## src/rtl/fmap_writer_pkg.sv

```systemverilog
// Shared widths and FSM state type for the feature-map writer.
package fmap_writer_pkg;

  localparam int unsigned WDP         = 16;
  localparam int unsigned WD          = 16;
  localparam int unsigned W_FMAP_ADDR = 16;

  typedef enum logic {
    IDLE,
    WRITE
  } fmap_state_t;

endpackage

```

## src/rtl/fmap_fifo.sv

```systemverilog
// Pixel-vector FIFO between the upstream result strobe and the RAM write serialiser.
module fmap_fifo #(
  parameter int unsigned W     = 96,
  parameter int unsigned DEPTH = 2
) (
  input  logic         clk,
  input  logic         rstn,
  input  logic         clr,
  input  logic         push,
  input  logic         pop,
  input  logic [W-1:0] din,
  output logic [W-1:0] dout,
  output logic         full,
  output logic         empty,
  output logic         more
);

  localparam int unsigned AW = (DEPTH > 1) ? $clog2(DEPTH) : 1;
  localparam logic [AW:0] FULL_LVL = DEPTH[AW:0];
  localparam logic [AW:0] ONE_LVL  = 1;

  logic [W-1:0] mem [DEPTH];
  logic [AW:0]  wptr;
  logic [AW:0]  rptr;
  logic [AW:0]  level;
  logic         do_push;
  logic         do_pop;

  always_comb begin
    level   = wptr - rptr;
    empty   = (level == '0);
    full    = (level == FULL_LVL);
    more    = (level > ONE_LVL);
    do_pop  = pop && !empty;
    do_push = push && (!full || do_pop);
    dout    = mem[rptr[AW-1:0]];
  end

  always_ff @(posedge clk or negedge rstn) begin
    if (!rstn) begin
      wptr <= '0;
      rptr <= '0;
    end else if (clr) begin
      wptr <= '0;
      rptr <= '0;
    end else begin
      if (do_push) wptr <= wptr + 1'b1;
      if (do_pop)  rptr <= rptr + 1'b1;
    end
  end

  always_ff @(posedge clk) begin
    if (do_push && !clr) mem[wptr[AW-1:0]] <= din;
  end

endmodule

```

## src/rtl/fmap_writer.sv

```systemverilog
// Serialises CH_NUM-wide result pixels into a single-port feature-map RAM,
// one channel word per cycle, at plane-major addresses.
module fmap_writer
  import fmap_writer_pkg::*;
#(
  parameter int unsigned CH_NUM     = 6,
  parameter int unsigned OUT_W      = 28,
  parameter int unsigned OUT_H      = 28,
  parameter int unsigned BASE_ADDR  = 0,
  parameter int unsigned FIFO_DEPTH = 2
) (
  input  logic                    clk,
  input  logic                    rstn,
  input  logic                    go,
  input  logic                    en,
  input  logic [WDP*CH_NUM-1:0]   data_i,
  output logic                    cenb,
  output logic [W_FMAP_ADDR-1:0]  ab,
  output logic [WDP-1:0]          db,
  output logic                    busy,
  output logic                    done,
  output logic                    overflow
);

  localparam int unsigned CW    = (CH_NUM > 1) ? $clog2(CH_NUM) : 1;
  localparam int unsigned XW    = (OUT_W > 1) ? $clog2(OUT_W) : 1;
  localparam int unsigned YW    = (OUT_H > 1) ? $clog2(OUT_H) : 1;
  localparam int unsigned PLANE = OUT_W * OUT_H;
  localparam logic [CW-1:0] CH_LAST  = CW'(CH_NUM - 1);
  localparam logic [XW-1:0] COL_LAST = XW'(OUT_W - 1);
  localparam logic [YW-1:0] ROW_LAST = YW'(OUT_H - 1);

  fmap_state_t state, state_next;
  logic [CW-1:0]         ch;
  logic [XW-1:0]         col;
  logic [YW-1:0]         row;
  logic                  armed;
  logic                  fin;
  logic [WDP*CH_NUM-1:0] head;
  logic                  full, empty, more;
  logic                  fire, pop, last_pop, leave, push, drop, clr;
  logic [31:0]           addr;
  logic [WDP-1:0]        wd;

  fmap_fifo #(
    .W     (WDP * CH_NUM),
    .DEPTH (FIFO_DEPTH)
  ) u_fifo (
    .clk   (clk),
    .rstn  (rstn),
    .clr   (clr),
    .push  (push),
    .pop   (pop),
    .din   (data_i),
    .dout  (head),
    .full  (full),
    .empty (empty),
    .more  (more)
  );

  // IDLE issues channel 0 on the same edge it enters WRITE, which gives the
  // one-cycle strobe-to-write latency; WRITE then carries on from channel 1.
  always_comb begin
    fire       = (state == WRITE) || ((state == IDLE) && !empty);
    pop        = fire && (ch == CH_LAST);
    last_pop   = pop && (col == COL_LAST) && (row == ROW_LAST);
    leave      = pop && (last_pop || !more);
    push       = en && armed && !fin && !go;
    drop       = push && full && !pop;
    clr        = go || last_pop;
    state_next = state;
    case (state)
      IDLE:    if (!empty && !leave) state_next = WRITE;
      WRITE:   if (leave) state_next = IDLE;
      default: state_next = IDLE;
    endcase
  end

  always_comb begin
    addr = BASE_ADDR + 32'(ch) * PLANE + 32'(row) * OUT_W + 32'(col);
    wd   = '0;
    for (int unsigned i = 0; i < CH_NUM; i++) begin
      if (ch == CW'(i)) wd = head[(CH_NUM-1-i)*WDP +: WDP];
    end
  end

  always_ff @(posedge clk or negedge rstn) begin
    if (!rstn)   state <= IDLE;
    else if (go) state <= IDLE;
    else         state <= state_next;
  end

  always_ff @(posedge clk or negedge rstn) begin
    if (!rstn) begin
      ch       <= '0;
      col      <= '0;
      row      <= '0;
      armed    <= 1'b0;
      fin      <= 1'b0;
      cenb     <= 1'b1;
      ab       <= '0;
      db       <= '0;
      done     <= 1'b0;
      overflow <= 1'b0;
    end else if (go) begin
      ch       <= '0;
      col      <= '0;
      row      <= '0;
      armed    <= 1'b1;
      fin      <= 1'b0;
      cenb     <= 1'b1;
      done     <= 1'b0;
      overflow <= 1'b0;
    end else begin
      cenb <= !fire;
      if (fire) begin
        ab <= addr[W_FMAP_ADDR-1:0];
        db <= wd;
        ch <= (ch == CH_LAST) ? '0 : ch + 1'b1;
      end
      if (pop) begin
        if (col == COL_LAST) begin
          col <= '0;
          row <= (row == ROW_LAST) ? '0 : row + 1'b1;
        end else begin
          col <= col + 1'b1;
        end
      end
      if (drop) overflow <= 1'b1;
      // done and the fall of busy land one cycle after the final write.
      fin  <= last_pop;
      done <= fin;
      if (fin) armed <= 1'b0;
    end
  end

  assign busy = armed;

endmodule
```

## config.mk

```make
export PLATFORM = sky130hd
export DESIGN_NAME = fmap_writer
export DESIGN_NICKNAME = d
export VERILOG_FILES = /design/src/rtl/fmap_writer_pkg.sv /design/src/rtl/fmap_fifo.sv /design/src/rtl/fmap_writer.sv
export SDC_FILE = /design/constraint.sdc
export NUM_CORES = 1
export LEC_CHECK = 0
export BUFFER_PORTS_ARGS = -buffer_cell sky130_fd_sc_hd__buf_2
export CAP_MARGIN = 20
export CORE_AREA = 2 2 146 148
export CTS_CLUSTER_DIAMETER = 120
export DETAILED_ROUTE_END_ITERATION = 8
export DIE_AREA = 0 0 148 150
export GPL_TIMING_DRIVEN = 1
export HOLD_SLACK_MARGIN = 0.05
export PLACE_DENSITY = 0.72
export SYNTH_ARGS = -nofsm -noshare
export SYNTH_HDL_FRONTEND = slang
export SYNTH_SLANG_ARGS = --single-unit
```

## constraint.sdc

```tcl
create_clock -name clk -period 11.4 [get_ports clk]
set_input_delay 2.28 -clock clk [delete_from_list [all_inputs] [get_ports clk]]
set_output_delay 2.28 -clock clk [all_outputs]
set_load 0.05 [all_outputs]
```

# After elaboration in Yosys (flattened, before gate mapping)
# Memory sizes are Yosys's and may differ from the RTL's.
# Index checks and enable logic that the tools add are counted.
dict set report classes {
  addsub 8
  multipliers 2
  n_lt_le_gt_ge 1
  n_eq_ne 8
  mux 33
  n_bitwise 2
  n_reduce_logical 38
}
# operator n
set ops {}
lappend ops {{$mux W16} 6}
lappend ops {{$mux W5} 7}
lappend ops {{$add A14 B5 Y15} 1}
lappend ops {{$add A13 B10 Y14} 1}
lappend ops {{$logic_and A1 B1 Y1} 14}
lappend ops {{$reduce_bool A2 Y1} 7}
lappend ops {{$mux W1} 12}
lappend ops {{$add A5 B1 Y5 const B} 2}
lappend ops {{$eq A5 B5 Y1 const B} 2}
lappend ops {{$logic_not A1 Y1} 9}
lappend ops {{$mul A3 B6 Y9 const B} 1}
lappend ops {{$mux W3} 3}
lappend ops {{$mul A5 B3 Y8 const B} 1}
lappend ops {{$mux W2} 4}
lappend ops {{$eq A3 B2 Y1 const B} 2}
lappend ops {{$eq A3 B3 Y1 const B} 2}
lappend ops {{$add A2 B1 Y2 const B} 2}
lappend ops {{$logic_or A1 B1 Y1} 4}
lappend ops {{$reduce_and A2 Y1} 2}
lappend ops {{$add A3 B1 Y3 const B} 1}
lappend ops {{$eq A3 B1 Y1 const B} 1}
lappend ops {{$logic_not A3 Y1} 1}
lappend ops {{$eq A2 B2 Y1 const B} 1}
lappend ops {{$gt A2 B1 Y1 const B} 1}
lappend ops {{other kinds (4)} 5}
dict set report totals {
  ff_bits 55
  ramBits 192
  output_inout_bits 36
  wordCells 106
  n_memories 1
}
# name words word_bits rd rd_ports_with_merged_regs write_ports line_no
set mem_list {}
lappend mem_list {u_fifo.mem 2 96 1 0 1 fmap_fifo.sv:22} ;# logic [W-1:0] mem [DEPTH];

# Depth between registers and ports, before layout
# Gate-level depths: netlist of run 1.
dict set report logic_depth {
  word_depth 15
  ltp_mapped 14
}

# Modules after synthesis
# Synthesis of run 1 repeated with hierarchy kept, for this count alone.
dict set report unflattened {
  cells_unflattened 799
  hier_area_um2 11223.3
}
# mod n_inst cells_each area_per_inst_um2
set by_module_without_submodules {}
lappend by_module_without_submodules {fmap_fifo 1 334 7204.4}
lappend by_module_without_submodules {fmap_writer 1 465 4018.9}

# Least setup slack after synthesis of run 1
# OpenSTA, ideal clock, no wires.
dict set report synth_timing {
  path_type {input port to flip-flop}
  from {input go}
  to {memory u_fifo.mem[0][0], enable pin}
  setup_ps 688
  t_arrival_ps 9838
  required_ps 10712
  slack_ps 873
  stages 3
  cell_sequence {clkbuf_1 > a211oi_1 > nor3b_1}
}
dict set report synth_via {
  elab_chain_cells 6
  elab_cells_between_ends 8
  classes_between {2 x mux; 6 x reduce/logical}
}
# element line_no
set synth_rtl {}
lappend synth_rtl {{start: declaration} fmap_writer.sv:14} ;# input logic go,
lappend synth_rtl {{$logic_not A1 Y1} fmap_writer.sv:68} ;# push = en && armed && !fin && !go;
lappend synth_rtl {{$logic_and A1 B1 Y1} fmap_writer.sv:68}
lappend synth_rtl {{$logic_and A1 B1 Y1} fmap_fifo.sv:35} ;# do_push = push && (!full || do_pop);
lappend synth_rtl {{$logic_and A1 B1 Y1 *} fmap_fifo.sv:53} ;# if (do_push && !clr) mem[wptr[AW-1:0]] <= din;
lappend synth_rtl {{$mux W1 *} fmap_fifo.sv:53}
lappend synth_rtl {{$mux W1 (implied by the code) *} fmap_fifo.sv:53}
lappend synth_rtl {{end: declaration} fmap_fifo.sv:22}
# Mark *: on every way between the ends. The rest lies on a longest branch, timed or not.

# Worst setup path after layout of run 1
dict set report layout_timing {
  from {input go}
  to {memory u_fifo.mem[1][91], enable pin}
}
# The elaborated chain is that of the path after synthesis.

==> summary.md, run 1 <==
| Metric | Value |
|---|---|
| Status | `finished clean` |
| Hold Startpoint | `ab[4]` |
| PwrDens | `around 170 nW/um2` |
| Synth cell count leaders | `edfxtp_1, nand2_1, mux2i_1` |
| Worst skew pair latency | `0.53 ns` |
| Worst Path Max Fanout | `56` |
| Worst Path Required | `11.56 ns` |
| Die height | `150 um` |
| Rows | `53` |
| IO Pins | `between 100 and 150` |
| Post-DR vias/cell | `5.44` |
| Slowest stage cell, crit path | `buf_4` |
| MaxCap Viol Count | `0` |
| Sequential-to-total area share from yosys stat | `67.4%` |
| DR DRC count | `0` |
| Clk pin slew, worst setup/hold paths | `0.06 ns` |
| Leakage | `4.72 nW` |
| Cell Chain, Critical Path | `buf_2 > a211oi_1 > nand2_1 > nor2_4 > buf_4` |
| Critical path capture point type | `register` |
| Mapped cell area | `around 11000 um2` |
| Number of synthesized flops with an enable pin | `192` |
| Starting density of the core | `between 50 and 60%` |
| Pin count of the biggest net entering global routing | `57` |
| GRT Overall Usage | `19.1%` |
| Top cells by area, synth | `edfxtp_1, dfrtp_1, mux2i_1` |
| Achievable Freq | `231 MHz` |
| Iteration-0 DRC Markers | `approximately 340` |
| Startpoint types | `input port` |
| Multi-input logic area | `3250 um2` |
| Initial antenna violation count | `7` |
| WHS Path Cells | `2` |
| Post-Syn Area per Cell | `14.9 um2` |
| IO Port Bufs | `133` |
| Die X | `148 um` |
| Nets | `982` |
| Total negative setup slack | `0 ns` |
| Register area | `approximately 7100 um2` |
| Post-cts sizing count | `0` |
| HP Class | `reg2reg` |
| Min Clock Period, post-route | `4.32 ns` |
| Core footprint | `20700 um2` |
| Final Hold Fails | `0` |
| Share of layout cells above drive strength 1 | `27.1%` |
| Hold Path End | `ab[4]` |
| Area post-placement | `approximately 11000 um2` |
| R2R Path Start | `u_fifo.rptr[0]` |
| Period utilization | `37.9%` |
| Hold-fix buffers, CTS | `0` |
| Mapped Cells | `705` |
| RSZ-0062 raised after global routing | `false` |
| Final instance area | `about 12000 um2` |
| Global route overflow | `0` |
| Top Layer Used | `met5` |
| Die ar. | `between 20000 and 25000 um2` |
| Dominant cell type by area after synthesis | `edfxtp_1` |
| Slew Limit Headroom | `39.5%` |
| Arrival time at the worst endpoint | `4.48 ns` |
| Critical register-to-register path endpoint | `u_fifo.mem[0][3]` |
| R2R setup slack | `around 7.4 ns` |
| FFs w/ async S/R, synth | `21.6%` |
| Via count | `6201` |
| Vias in the first global route | `6253` |
| Post-synth cell types | `55` |
| Pre-CTS setup slack | `around 6.5 ns` |
| Clk sinks | `roughly 250` |
| Drt total wl | `20900 um` |
| Root buf cell | `clkbuf_16` |
| Most numerous cell in the Yosys netlist | `edfxtp_1` |
| Slowest stage delay, CP | `0.72 ns` |
| Filler Cell Count | `approximately 1600` |
| Final Worst Setup Slack | `7.08 ns` |
| Met2 wire len | `10300 um` |
| YS warnings | `0` |
| GPL Wtd Cong | `0.792` |
| Slew @ Worst Pin | `0.906 ns` |
| Routed met1 length | `8760 um` |
| Most used DFF post-synth | `edfxtp_1` |
| CTS max path bufs | `3` |
| R2R cell count | `8` |
| Synth top area share | `54.8%` |
| Wire length per cell | `between 15 and 20 um` |
| WS Path Type | `in2reg` |
| Clock Skew | `0.0126 ns` |
| Final setup vio count | `0` |
| Seq cells post-synth | `about 250` |
| Max Transition Viols Final | `0` |
| WL met3 | `1260 um` |
| CTS tree | `done` |
| Final HPWL DP | `14000 um` |
| Worst path bufs/invs | `2` |
| Worst vdd ir | `0.175 mV` |
| Critical Path Source | `go` |
| H-tree levels | `1` |
| Setup Buffers After CTS | `0` |
| Num CTS Buffers | `25` |
| Post-DRT Antenna Nets | `0` |
| DR pass1 iterations | `4` |
| Top delay family on crit path | `buffers and inverters` |
| First-pass GRT wire length | `32900 um` |
| Syn-to-layout area delta | `16.8%` |
## power breakdown
group          total [W]  internal [W]  switching [W]
sequential       0.00105       0.00102      0.0000312
clock           0.000789      0.000450       0.000340
combinational   0.000302     0.0000820       0.000220
## sequential cells by signal (all words and copies together) (netlist names)
signal       cells
busy             1
row              5
done             1
state            1
cenb             1
db              16
overflow         1
u_fifo.mem     192
col              5
u_fifo.rptr      2
fin              1
u_fifo.wptr      2
ch               3
ab              14
## layout by cell type, fill, tap and decap left out, types with 8 or more instances in the layout
cell type    n
edfxtp_1   192
buf_2      133
nand2_1     71
mux2i_1     64
dfrtp_1     51
mux2_2      33
ha_1        33
a22oi_1     32
o21ai_0     26
clkbuf_16   25
a31oi_1     16
nor2_1      15
o22ai_1     15
a21oi_1     14
buf_4       10
inv_1        9
xnor2_1      9
o21ai_1      9
xor2_1       8
## stage by stage
step / std cells / util (%) / power (W) / hold slack, ns
6_report: 1139 / 59.5 / 0.00214 / 0.474
2_1_floorplan: 706 / - / 0.00127 / 0.478
3_3_place_gp: 1088 / 55.4 / 0.00136 / 0.454
3_5_place_dp: 1090 / 55.6 / 0.00137 / 0.464
5_1_grt: 1137 / 59.4 / 0.00222 / 0.500
4_1_cts: 1136 / 59.4 / 0.00215 / 0.479
## kinds of logic after synthesis
kind of cell	synth area share [%]
multiplexers	9.61
adder cells (fa/ha/maj)	5.25
other	0.0356
buffers and inverters	2.02
AO/OA/AOI/OAI	8.44
flip-flops	67.4
XOR/XNOR	1.87
AND/OR/NAND/NOR	5.40
## routing by layer
layer  track usage (%)  vias up
met2              32.9      191
met1              24.7     3012
met4              4.86        8
met5                 0        -
met3              4.36       40
li1                  -     2950
## layout make-up
type / count / area share (%)
sequential: 245 / 57.7
multi-input combinational: 416 / 26.4
timing repair buffer: 144 / 6.25
clock buffer: 26 / 5.12
tap: 275 / 2.80
clock inverter: 20 / 1.37
inverter: 10 / 0.305
antenna: 3 / 0.0610
## worst reg2reg max path, stage by stage (launching register included)
cell      delay [ns]
dfrtp_4         0.95
ha_1            0.30
nor2b_1         0.36
a211oi_4        0.18
nand2_1         0.15
nand2b_1        0.22
nor3b_2         0.23
buf_4           0.49
buf_4           0.72
## worst max path at each step
stage | depth (start not counted) | slack (ns) | end
6_report | 5 | 7.08 | u_fifo.mem[1][91]
3_3_place_gp | 5 | 6.11 | u_fifo.mem[1][2]
5_1_grt | 5 | 6.93 | u_fifo.mem[1][18]
4_1_cts | 5 | 7.07 | u_fifo.mem[1][34]
2_1_floorplan | 3 | 0.87 | u_fifo.mem[0][0]
3_5_place_dp | 5 | 6.52 | u_fifo.mem[1][79]
Power figures use the tool's default switching activity.
==> inputs of run 2 (changes only) <==
--- a/config.mk
+++ b/config.mk
@@ -5,15 +5,16 @@
 export SDC_FILE = /design/constraint.sdc
 export NUM_CORES = 1
 export LEC_CHECK = 0
+export ABC_AREA = 1
 export BUFFER_PORTS_ARGS = -buffer_cell sky130_fd_sc_hd__buf_2
 export CAP_MARGIN = 20
-export CORE_AREA = 2 2 146 148
+export CORE_AREA = 2 2 149 151
 export CTS_CLUSTER_DIAMETER = 120
 export DETAILED_ROUTE_END_ITERATION = 8
-export DIE_AREA = 0 0 148 150
+export DIE_AREA = 0 0 151 153
 export GPL_TIMING_DRIVEN = 1
 export HOLD_SLACK_MARGIN = 0.05
-export PLACE_DENSITY = 0.72
+export PLACE_DENSITY = 0.75
 export SYNTH_ARGS = -nofsm -noshare
 export SYNTH_HDL_FRONTEND = slang
 export SYNTH_SLANG_ARGS = --single-unit
==> constraint.sdc (replaced) <==
create_clock -name clk -period 3.74 [get_ports clk]
set_input_delay 0.748 -clock clk [delete_from_list [all_inputs] [get_ports clk]]
set_output_delay 0.748 -clock clk [all_outputs]
set_load 0.05 [all_outputs]
==> summary.md, run 2 <==
| Metric | Value |
|---|---|
| H-tree levels | `1` |
| Period utilization | `90.9%` |
| Vias in the first global route | `7460` |
| HP Class | `in2async` |
| Most common cell after layout, fill and taps aside | `nand2_1` |
| Arrival time at the worst endpoint | `3.81 ns` |
| Flop pwr share | `47.0%` |
| Mapped Cells | `1070` |
| DR pass1 iterations | `5` |
| Critical path capture point type | `register` |
| Worst vdd ir | `0.468 mV` |
| Status | `finished clean` |
| Pwr Total | `0.00672 W` |
| Pin count of the biggest net entering global routing | `97` |
| Worst Path Required | `4.15 ns` |
| R2R setup slack | `0.34 ns` |
| Combinational share of power | `14.7%` |
| R2R Path Start | `row[2]` |
| Root buf cell | `clkbuf_16` |
| YS warnings | `0` |
| Clock Skew | `0.0176 ns` |
| Die ar. | `23100 um2` |
| Slew Limit Headroom | `37.4%` |
| Top cells by area, synth | `edfxtp_1, nand2_1, dfrtp_1` |
| Nets | `1338` |
| Clk pin slew, worst setup/hold paths | `about 0.060 ns` |
| RSZ-0062 raised after global routing | `false` |
| Post-layout util | `59.7%` |
| Total negative setup slack | `0 ns` |
| Starting density of the core | `about half` |
| FFs w/ async S/R, synth | `a little over a fifth` |
| Synth top area share | `52.3%` |
| MaxCap Viol Count | `0` |
| Initial antenna violation count | `3` |
| Clock share of power | `roughly two fifths` |
| Global route overflow | `0` |
| Min Clock Period, post-route | `3.40 ns` |
| Final Worst Setup Slack | `0.341 ns` |
| Commonest non-fill, non-tap cells in the layout | `nand2_1, edfxtp_1, buf_2` |
| PwrDens | `524 nW/um2` |
| IO Port Bufs | `133` |
| Setup Buffers After CTS | `0` |
| Sequential-to-total area share from yosys stat | `about 64%` |
| Int Power | `between 0.004 and 0.005 W` |
| Clk sinks | `245` |
| Drt total wl | `between 20000 and 25000 um` |
| Critical Path Source | `row[2]` |
| First-pass GRT wire length | `37000 um` |
| GPL Wtd Cong | `0.802` |
| Dominant cell type by area after synthesis | `edfxtp_1` |
| Most numerous cell in the Yosys netlist | `nand2_1` |
| Iteration-0 DRC Markers | `514` |
| Max Transition Viols Final | `0` |
| Die X | `151 um` |
| Final setup vio count | `0` |
| Mapped cell area | `11000 um2` |
| Worst skew pair latency | `0.53 ns` |
| Via count | `7623` |
| Wire length per cell | `approximately 15 um` |
| Post-Syn Area per Cell | `10.3 um2` |
| Final Hold Fails | `0` |
| Most used DFF post-synth | `edfxtp_1` |
| Psw | `0.00183 W` |
| Sw Share | `27.2%` |
| R2R cell count | `16` |
| CTS tree | `done` |
| Slew @ Worst Pin | `between 0.9 and 1 ns` |
| Achievable Freq | `294 MHz` |
| Post-synth cell types | `39` |
| CTS max path bufs | `3` |
| Syn-to-layout area delta | `16.2%` |
| Number of synthesized flops with an enable pin | `192` |
| Pre-CTS setup slack | `0.261 ns` |
| Post-DRT Antenna Nets | `0` |
| Die height | `153 um` |
| IO Pins | `136` |
| Startpoint types | `register` |
| Seq cells post-synth | `about 250` |
| Post-DR vias/cell | `5.08` |
| Leakage | `5.80 nW` |
| Rows | `54` |
| Final HPWL DP | `14700 um` |
| Hold-fix buffers, CTS | `0` |
| Synth cell count leaders | `nand2_1, edfxtp_1, nor2_1` |
| Worst Path Max Fanout | `8` |
| Num CTS Buffers | `26` |
| Core footprint | `~21000 um2` |
| DR DRC count | `0` |
| GRT Overall Usage | `between 20% and 30%` |
| Critical register-to-register path endpoint | `ab[12]` |
| Max reg flops | `~190` |
| Crit path capture | `ab[12]` |
| WS Path Type | `reg2reg` |
| Share of layout cells above drive strength 1 | `16.7%` |
## run 2: cell types whose count changed after synthesis, sizes merged, moves of 12 or more
cell	before	now
mux2i	64	0
o21ai	35	52
mux2	33	0
inv	10	76
o22ai	15	2
nor2	17	104
nand2	72	391
clkbuf	18	6
buf	17	38
a22oi	32	1
nand3	3	38
## run 2: cell families after synthesis
| kind of cell | share of synthesized area [%] |
|---|---|
| xor gates and xnor gates | 0.873 |
| other | 0.0340 |
| and+or+nand+nor | 19.8 |
| DFF | 64.3 |
| adders and majority gates | 5.01 |
| buffers and inverters | 5.02 |
| AOI/OAI and AO/OA | 4.94 |
## run 2: per-stage QoR
stage               hold WS, ns  area (um2)  std cells
finish                    0.283       12800       1500
global route              0.343       12800       1500
CTS                       0.305       12800       1497
detailed placement        0.464       11900       1449
global placement          0.461       11900       1449
floorplan                 0.445       11000       1071
## run 2: power by group through the flow
stage	logic (W)	registers, W	clock network [W]
after detailed placement	0.00100	0.00321	0
final	0.000988	0.00316	0.00257
after global routing	0.00109	0.00317	0.00274
after CTS	0.00101	0.00316	0.00262
after floorplan	0.000383	0.00352	0
after global placement	0.000986	0.00321	0
## run 2: repair_timing
item	CTS	global route
setup endpoints to repair	0	2
gates resized for setup	0	5
hold endpoints to repair	0	0
## run 2: layout make-up
class                      instances  area [um2]
fill                            1785        8670
multi-input combinational        704        3420
clock buffer                      37         722
tap                              280         350
sequential                       245        7100
antenna                            2        5.00
inverter                          78         297
clock inverter                    11         140
timing repair buffer             143         786
## run 2: critical path: stages (launching register included)
cell and delay (ns):
dfrtp_2 0.48, fa_1 0.49, ha_1 0.37, a21oi_1 0.17
inv_1 0.06, a31oi_2 0.17, o21ai_0 0.10, a21o_1 0.16
ha_1 0.28, ha_1 0.33, nand2_1 0.10, nor3_2 0.20
nand3_1 0.12, nand3_1 0.09, nand2_1 0.06, nand3_1 0.07
nand2_1 0.05
## run 2: how the worst min path moves through the flow
stage / from / endpoint / slack (ns) / cells past startpoint
after floorplan: rstn / ab[0] / 0.45 / 0
after global placement: db[0] / db[0] / 0.46 / 2
after detailed placement: db[15] / db[15] / 0.46 / 2
after CTS: rstn / db[0] / 0.31 / 1
after global routing: rstn / db[15] / 0.34 / 1
final: rstn / db[0] / 0.28 / 1
## run 2: layer usage
| layer | vias to the layer above | GRT usage, % | share of wire, % |
|---|---|---|---|
| met3 | 32 | 3.28 | 5.2 |
| li1 | 3801 | - | - |
| met5 | - | 0 | 0.030 |
| met4 | 2 | 5.25 | 2.0 |
| met1 | 3608 | 25.5 | 41 |
| met2 | 180 | 36.4 | 52 |
